### src/rtl/usb_host_transfer_pkg.sv
// PID[3:2] field encodings, result codes and engine states shared by the host transaction engine.
package usb_defs;

  localparam logic [1:0] TOK_OUT   = 2'b00;
  localparam logic [1:0] TOK_SOF   = 2'b01;
  localparam logic [1:0] TOK_IN    = 2'b10;
  localparam logic [1:0] TOK_SETUP = 2'b11;

  localparam logic [1:0] HSK_ACK   = 2'b00;
  localparam logic [1:0] HSK_NYET  = 2'b01;
  localparam logic [1:0] HSK_NAK   = 2'b10;
  localparam logic [1:0] HSK_STALL = 2'b11;

  localparam logic [1:0] DAT_DATA0 = 2'b00;
  localparam logic [1:0] DAT_DATA2 = 2'b01;
  localparam logic [1:0] DAT_DATA1 = 2'b10;
  localparam logic [1:0] DAT_MDATA = 2'b11;

  localparam logic [2:0] RES_ACK     = 3'd0;
  localparam logic [2:0] RES_NAK     = 3'd1;
  localparam logic [2:0] RES_STALL   = 3'd2;
  localparam logic [2:0] RES_NYET    = 3'd3;
  localparam logic [2:0] RES_TIMEOUT = 3'd4;
  localparam logic [2:0] RES_CRCERR  = 3'd5;
  localparam logic [2:0] RES_DUP     = 3'd6;

  typedef enum logic [2:0] {
    ST_IDLE, ST_TOKEN, ST_DATA_TX, ST_WAIT_HSK,
    ST_WAIT_DATA, ST_RX_DATA, ST_SEND_ACK, ST_DONE
  } state_t;

endpackage

### src/rtl/usb_host_transfer_crc5.sv
// Token CRC5 over {endp, addr}, LSB first: poly x^5+x^2+1, seed 1F, inverted, bit-reversed into field order.
module crc5_token (
  input  logic [10:0] data,
  output logic [4:0]  crc
);

  logic [4:0] lfsr;

  always_comb begin
    lfsr = 5'h1f;
    for (int i = 0; i < 11; i++) begin
      if (lfsr[4] ^ data[i]) lfsr = {lfsr[3:0], 1'b0} ^ 5'h05;
      else                   lfsr = {lfsr[3:0], 1'b0};
    end
    crc = ~{lfsr[0], lfsr[1], lfsr[2], lfsr[3], lfsr[4]};
  end

endmodule

### src/rtl/usb_host_transfer.sv
// Host-side USB transaction engine: token, DATAx out or in, handshake, per-endpoint toggles, response timeout.
// state        | meaning
// IDLE         | ready for a command; toggle clear honoured here only
// TOKEN        | token request to encoder until tok_done_i
// DATA_TX      | SETUP/OUT payload streamed to encoder
// WAIT_HSK     | waiting for device handshake or timeout
// WAIT_DATA    | waiting for device DATAx PID, NAK/STALL or timeout
// RX_DATA      | IN payload streamed to user
// SEND_ACK     | ACK request to encoder
// DONE         | result pulse
module usb_host_transfer #(
  parameter int TIMEOUT = 255,
  parameter int TWIDTH  = 8
) (
  input  logic        clock,
  input  logic        reset,
  input  logic        cmd_valid_i,
  output logic        cmd_ready_o,
  input  logic [1:0]  cmd_type_i,
  input  logic [6:0]  cmd_addr_i,
  input  logic [3:0]  cmd_endp_i,
  input  logic        tog_clr_i,
  output logic        res_done_o,
  output logic [2:0]  res_code_o,
  output logic        tok_send_o,
  input  logic        tok_done_i,
  output logic [1:0]  tok_type_o,
  output logic [15:0] tok_data_o,
  output logic        hsk_send_o,
  input  logic        hsk_done_i,
  output logic [1:0]  hsk_type_o,
  output logic        trn_tsend_o,
  output logic [1:0]  trn_ttype_o,
  input  logic        enc_busy_i,
  input  logic        trn_tdone_i,
  input  logic        s_tvalid_i,
  output logic        s_tready_o,
  input  logic        s_tlast_i,
  input  logic [7:0]  s_tdata_i,
  output logic        trn_tvalid_o,
  input  logic        trn_tready_i,
  output logic        trn_tlast_o,
  output logic [7:0]  trn_tdata_o,
  input  logic        hsk_recv_i,
  input  logic [1:0]  hsk_type_i,
  input  logic        dat_recv_i,
  input  logic [1:0]  dat_type_i,
  input  logic        crc_err_i,
  input  logic        rx_tvalid_i,
  output logic        rx_tready_o,
  input  logic        rx_tlast_i,
  input  logic [7:0]  rx_tdata_i,
  output logic        m_tvalid_o,
  input  logic        m_tready_i,
  output logic        m_tlast_o,
  output logic [7:0]  m_tdata_o
);
  import usb_defs::*;

  state_t            state, state_nxt;
  logic [1:0]        typ;
  logic [3:0]        endp;
  logic [TWIDTH-1:0] timer;
  logic [15:0]       in_tog, out_tog;
  logic              busy_seen;
  logic [1:0]        rx_pid;
  logic [2:0]        pend_code, fin_code;
  logic              load_timer, flip_out, flip_in;
  logic [4:0]        tok_crc;
  logic              accept, rx_last;

  crc5_token u_crc5 (.data({cmd_endp_i, cmd_addr_i}), .crc(tok_crc));

  assign accept      = (state == ST_IDLE) && cmd_valid_i && (cmd_type_i != TOK_SOF);
  assign cmd_ready_o = (state == ST_IDLE);
  assign res_done_o  = (state == ST_DONE);
  assign tok_type_o  = typ;
  assign hsk_type_o  = HSK_ACK;
  assign trn_ttype_o = (typ == TOK_SETUP || !out_tog[endp]) ? DAT_DATA0 : DAT_DATA1;

  assign trn_tvalid_o = (state == ST_DATA_TX) && s_tvalid_i;
  assign s_tready_o   = (state == ST_DATA_TX) && trn_tready_i;
  assign trn_tlast_o  = s_tlast_i;
  assign trn_tdata_o  = s_tdata_i;

  assign m_tvalid_o  = (state == ST_RX_DATA) && rx_tvalid_i;
  assign rx_tready_o = (state == ST_RX_DATA) && m_tready_i;
  assign m_tlast_o   = rx_tlast_i;
  assign m_tdata_o   = rx_tdata_i;
  assign rx_last     = rx_tvalid_i && m_tready_i && rx_tlast_i;

  always_comb begin
    state_nxt   = state;
    fin_code    = pend_code;
    load_timer  = 1'b0;
    flip_out    = 1'b0;
    flip_in     = 1'b0;
    tok_send_o  = 1'b0;
    hsk_send_o  = 1'b0;
    trn_tsend_o = 1'b0;
    case (state)
      ST_IDLE: if (accept) state_nxt = ST_TOKEN;
      ST_TOKEN: begin
        tok_send_o = 1'b1;
        if (tok_done_i) begin
          load_timer = (typ == TOK_IN);
          state_nxt  = (typ == TOK_IN) ? ST_WAIT_DATA : ST_DATA_TX;
        end
      end
      ST_DATA_TX: begin
        trn_tsend_o = !busy_seen;
        if (trn_tdone_i) begin
          load_timer = 1'b1;
          state_nxt  = ST_WAIT_HSK;
        end
      end
      ST_WAIT_HSK: begin
        // a handshake arriving in the expiry cycle still counts
        if (hsk_recv_i) begin
          state_nxt = ST_DONE;
          case (hsk_type_i)
            HSK_ACK:  begin fin_code = RES_ACK;  flip_out = 1'b1; end
            HSK_NYET: begin fin_code = RES_NYET; flip_out = 1'b1; end
            HSK_NAK:  fin_code = RES_NAK;
            default:  fin_code = RES_STALL;
          endcase
        end else if (timer == '0) begin
          state_nxt = ST_DONE;
          fin_code  = RES_TIMEOUT;
        end
      end
      ST_WAIT_DATA: begin
        if (dat_recv_i) begin
          if (dat_type_i == DAT_DATA0 || dat_type_i == DAT_DATA1) begin
            state_nxt = ST_RX_DATA;
          end else begin
            state_nxt = ST_DONE;
            fin_code  = RES_CRCERR;
          end
        end else if (hsk_recv_i && (hsk_type_i == HSK_NAK || hsk_type_i == HSK_STALL)) begin
          state_nxt = ST_DONE;
          fin_code  = (hsk_type_i == HSK_NAK) ? RES_NAK : RES_STALL;
        end else if (timer == '0) begin
          state_nxt = ST_DONE;
          fin_code  = RES_TIMEOUT;
        end
      end
      ST_RX_DATA: begin
        if (rx_last) begin
          if (crc_err_i) begin
            state_nxt = ST_DONE;
            fin_code  = RES_CRCERR;
          end else if ((rx_pid == DAT_DATA1) == in_tog[endp]) begin
            state_nxt = ST_SEND_ACK;
            fin_code  = RES_ACK;
            flip_in   = 1'b1;
          end else begin
            state_nxt = ST_SEND_ACK;
            fin_code  = RES_DUP;
          end
        end
      end
      ST_SEND_ACK: begin
        hsk_send_o = 1'b1;
        if (hsk_done_i) state_nxt = ST_DONE;
      end
      default: state_nxt = ST_IDLE;
    endcase
  end

  always_ff @(posedge clock) begin
    if (!reset) begin
      state      <= ST_IDLE;
      typ        <= '0;
      endp       <= '0;
      tok_data_o <= '0;
      timer      <= '0;
      in_tog     <= '0;
      out_tog    <= '0;
      busy_seen  <= 1'b0;
      rx_pid     <= '0;
      pend_code  <= RES_ACK;
      res_code_o <= RES_ACK;
    end else begin
      state     <= state_nxt;
      pend_code <= fin_code;
      if (accept) begin
        typ        <= cmd_type_i;
        endp       <= cmd_endp_i;
        tok_data_o <= {tok_crc, cmd_endp_i, cmd_addr_i};
      end
      if (load_timer)        timer <= TWIDTH'(TIMEOUT);
      else if (timer != '0)  timer <= timer - 1'b1;
      busy_seen <= (state == ST_DATA_TX) && (busy_seen || enc_busy_i);
      if (state == ST_WAIT_DATA && dat_recv_i) rx_pid <= dat_type_i;
      if (state == ST_IDLE && tog_clr_i) begin
        in_tog  <= '0;
        out_tog <= '0;
      end else begin
        // a completed SETUP forces both directions of its endpoint to DATA1
        if (flip_out) begin
          if (typ == TOK_SETUP) begin
            in_tog[endp]  <= 1'b1;
            out_tog[endp] <= 1'b1;
          end else begin
            out_tog[endp] <= ~out_tog[endp];
          end
        end
        if (flip_in) in_tog[endp] <= ~in_tog[endp];
      end
      if (state_nxt == ST_DONE && state != ST_DONE) res_code_o <= fin_code;
    end
  end

endmodule
### config.mk
export PLATFORM = sky130hd
export DESIGN_NAME = usb_host_transfer
export DESIGN_NICKNAME = d
export VERILOG_FILES = /design/src/rtl/usb_host_transfer_pkg.sv /design/src/rtl/usb_host_transfer_crc5.sv /design/src/rtl/usb_host_transfer.sv
export SDC_FILE = /design/constraint.sdc
export NUM_CORES = 1
export LEC_CHECK = 0
export ABC_AREA = 1
export CORE_MARGIN = 2
export CORE_UTILIZATION = 38
export DETAILED_ROUTE_END_ITERATION = 12
export GPL_ROUTABILITY_DRIVEN = 0
export HOLD_SLACK_MARGIN = 0.02
export PLACE_DENSITY = 0.75
export SYNTH_ARGS = -nofsm -noshare
export SYNTH_HDL_FRONTEND = slang
export SYNTH_SLANG_ARGS = --single-unit
### constraint.sdc
create_clock -name clock -period 2.1 [get_ports clock]
set_clock_uncertainty 0.15 [all_clocks]
set_input_delay 0.42 -clock clock [delete_from_list [all_inputs] [get_ports clock]]
set_output_delay 0.42 -clock clock [all_outputs]
set_load 0.05 [all_outputs]
==> reports/qor.tcl <==
set qor(dp_worst_setup_slack_ns) -0.490
set qor(clock_path_buffers) 2
set qor(final_worst_path_cycle_share_pct) 113
set qor(clkSinkCount) 70
set qor(synth-main-ff-cell) {dfxtp_1}
set qor(synth_sequential_area_ratio_pct) 32.5
set qor(wire_length_per_cell_microns) 13.4
set qor(htreeDepth) 3
set qor(yosys_warnings) 0
set qor(layout.cell_area.non_filler_sq_um) 6120
set qor(vdd_drop_max_mv) 0.645
set qor(worst_hold_startpoint) {rx_pid[1]}
set qor(number_of_top_level_pins) 102
set qor(worstPathArrival_ns) 1.81
set qor(finalSetupViolCount) 17
set qor(grt_first_pass_wirelength_mm) 20.0
set qor(timing.critical_path.cells) {inv_2 > nand2_2 > o22ai_1 > o21ai_1 > nand3_1 > a21oi_2 > nor2_4 > buf_12}
set qor(worst_setup_path_start_kind) {flop}
set qor(setup_ws_ns) -0.276
set qor(groute.usage.overall_pct) 19.3
set qor(run_status) {complete, but fails checks}
set qor(synth.area.top_cells) {dfxtp_1 (33%), nand2_1 (10%), nor2_1 (8.7%)}
set qor(min_to) {rx_pid[1]}
set qor(initial_core_utilization_pct) 39.4
set qor(r2r_start) {tok_data_o[7]}
set qor(power.leakage_nw) 2.75
set qor(synth_seq_cells) 70
set qor(fp.dieArea_sq_um) 12200
set qor(synth_cells) 657
set qor(first_global_vias) 4333
set qor(async_reset_ff_share_pct) 0
set qor(syn_to_final_growth_pct) 41.9
set qor(hpwlAfterDp_mm) 8.18
set qor(timing.critical_path.to_type) {primary output}
set qor(die_w_microns) 111
set qor(post_cts_hold_buffer_count) 0
set qor(postSynthAreaPerCell_sq_um) 6.56
set qor(synthesis.area_sq_um) 4310
set qor(firstDrtPassIters) 7
set qor(achievable-frequency_ghz) 0.421
set qor(drc_violation_count_after_routing) 0
set qor(worst_margin_slew_ns) 0.514
set qor(drive_gt1_share_pct) 25.9
set qor(overflow) 0
set qor(path_buf_inv) 2
set qor(final_sum_of_negative_setup_slack_ns) -0.994
set qor(clk_pin_slew_worst_paths_ns) 0.07
set qor(worst_flop_to_flop_path_endpoint) {in_tog[14]}
set qor(coreArea_sq_um) 10900
set qor(grt_start_max_net_pins) 33
set qor(antenna_cells_inserted) 0
set qor(cts_root_buffer) {clkbuf_16}
set qor(fin_worst_hold_slack_ns) 0.302
set qor(ff2ff_setup_slack_ns) -0.09
set qor(worst-r2r-cell-count) 16
set qor(holdCritPathClass) {reg2reg}
set qor(finalWorstPathRequiredPeriod_ns) 2.38
set qor(area_leader_netlist) {dfxtp_1}
set qor(detail_route.vias_per_cell) 5.04
set qor(placement_stage_cell_area_sq_um) 5510
set qor(dr.first_iter.drc_count) 278
set qor(num-nets-final) 822
set qor(max_cap_viol_count) 0
set qor(antenna_found_initial) 0
set qor(critPathTopFamily) {compound AO/OA/AOI/OAI gates}
set qor(postRouteWirelength_mm) 12.2
set qor(critPathMaxStageDelay_ns) 0.40
set qor(cp_max_fo) 6
set qor(synth_edf_count) 0
set qor(synth_commonest_cells) {nand2_1 (115), nor2_1 (100), inv_1 (93)}
set qor(cp_slowest_cell) {dfxtp_4}
set qor(power_density_nw_per_um2) 810
set qor(violations) {setup timing}
set qor(synth.top_cell.area_share_pct) 32.5
set qor(route.vias.total) 4590
set qor(port_buffers) 64
set qor(number_of_nets_still_failing_antenna_checks_after_routing) 0
set qor(worstSkewPairLatency_ns) 0.34
set qor(timing_hold_violations_final) 0
set qor(floorplan.rows) 38
set qor(slew_headroom_pct) 65.6
set qor(die_height_microns) 111
set qor(tritoncts.num_buffers) 9
set qor(totalPowerFinal_w) 0.00496
set qor(cp-startpoint) {tok_data_o[7]}
set qor(post-synth-top-count-cell) {nand2_1}
set qor(tritoncts) {yes}
set qor(worst_hold_path.num_cells) 2
set qor(finalMaxSlewViolations) 0
set qor(ys_types) 40
set qor(timing.setup.critical_path_class) {reg2out}
set qor(rsz0062_at_grt) {true}
set qor(worst-endpoint-required_ns) 1.53
## final cells by class
type,instances,area [sq um]
Clock buffer,9,225
Clock inverter,7,63.8
Fill cell,988,4820
Inverter,97,364
Multi-Input combinational cell,447,2410
Sequential cell,70,1420
Tap cell,140,175
Timing Repair Buffer,141,1470
## per-layer routing
metal,global-route usage [%],share of wire [%],vias to the layer above
met4,6.83,2.1,0
met1,24.8,43,2059
li1,-,-,2305
met3,2.85,6.3,27
met5,0,0,-
met2,32.9,49,199
## how the worst max path moves through the flow
| stage | end | slack (ns) | cells past startpoint |
|---|---|---|---|
| floorplan | trn_ttype_o[1] | -0.02 | 8 |
| global placement | res_code_o[1] | -0.44 | 14 |
| detailed placement | res_code_o[1] | -0.49 | 14 |
| CTS | trn_ttype_o[1] | -0.24 | 8 |
| global route | trn_ttype_o[1] | -0.35 | 9 |
| finish | trn_ttype_o[1] | -0.28 | 8 |
## power by group
part | switching (W) | internal [W] | total (W)
clock | 0.000664 | 0.000827 | 0.00149
combinational | 0.00110 | 0.000749 | 0.00185
sequential | 0.000134 | 0.00148 | 0.00162
## sequential cells by signal, summed over array words and instances, names as in the netlist
register    count
in_tog         16
out_tog        16
tok_data_o     16
timer           8
pend_code       3
res_code_o      3
state           3
rx_pid          2
tok_type_o      2
busy_seen       1
## per-stage QoR
stage	std cells	utilization, %
3_3_place_gp	882	50.3
6_report	911	55.9
2_1_floorplan	659	-
4_1_cts	907	54.4
3_5_place_dp	882	50.3
5_1_grt	911	55.9
## tightest hold or removal path, stage by stage, from the launching register on
cell	delay, ns
dfxtp_1	0.30
inv_1	0.06
a21oi_1	0.05
## cells in the final DEF (no fill, tap or decap), drive strengths merged, types with 11 or more instances in the layout
cell	count
nand2	119
inv	100
nor2	113
buf	93
nand3	32
clkdlybuf4s50	43
o21ai	66
dfxtp	70
a31o	15
a21oi	24
nor3	22
clkbuf	11
## what timing repair did
item	in CTS	in global routing
resized for setup	25	32
cloned	1	3
pin swaps	8	6
setup endpoints to repair	26	43
buffers inserted	8	3
## cell families after synthesis
| logic type | count (synthesis) | synth area share, % |
|---|---|---|
| flops | 70 | 32.5 |
| xor+xnor | 16 | 3.25 |
| other cells | 1 | 0.0870 |
| simple gates | 294 | 29.8 |
| buf+inv | 142 | 15.3 |
| compound gates | 128 | 17.3 |
| fa+ha+maj | 6 | 1.74 |
No activity file was read; power rests on OpenSTA's default activity.
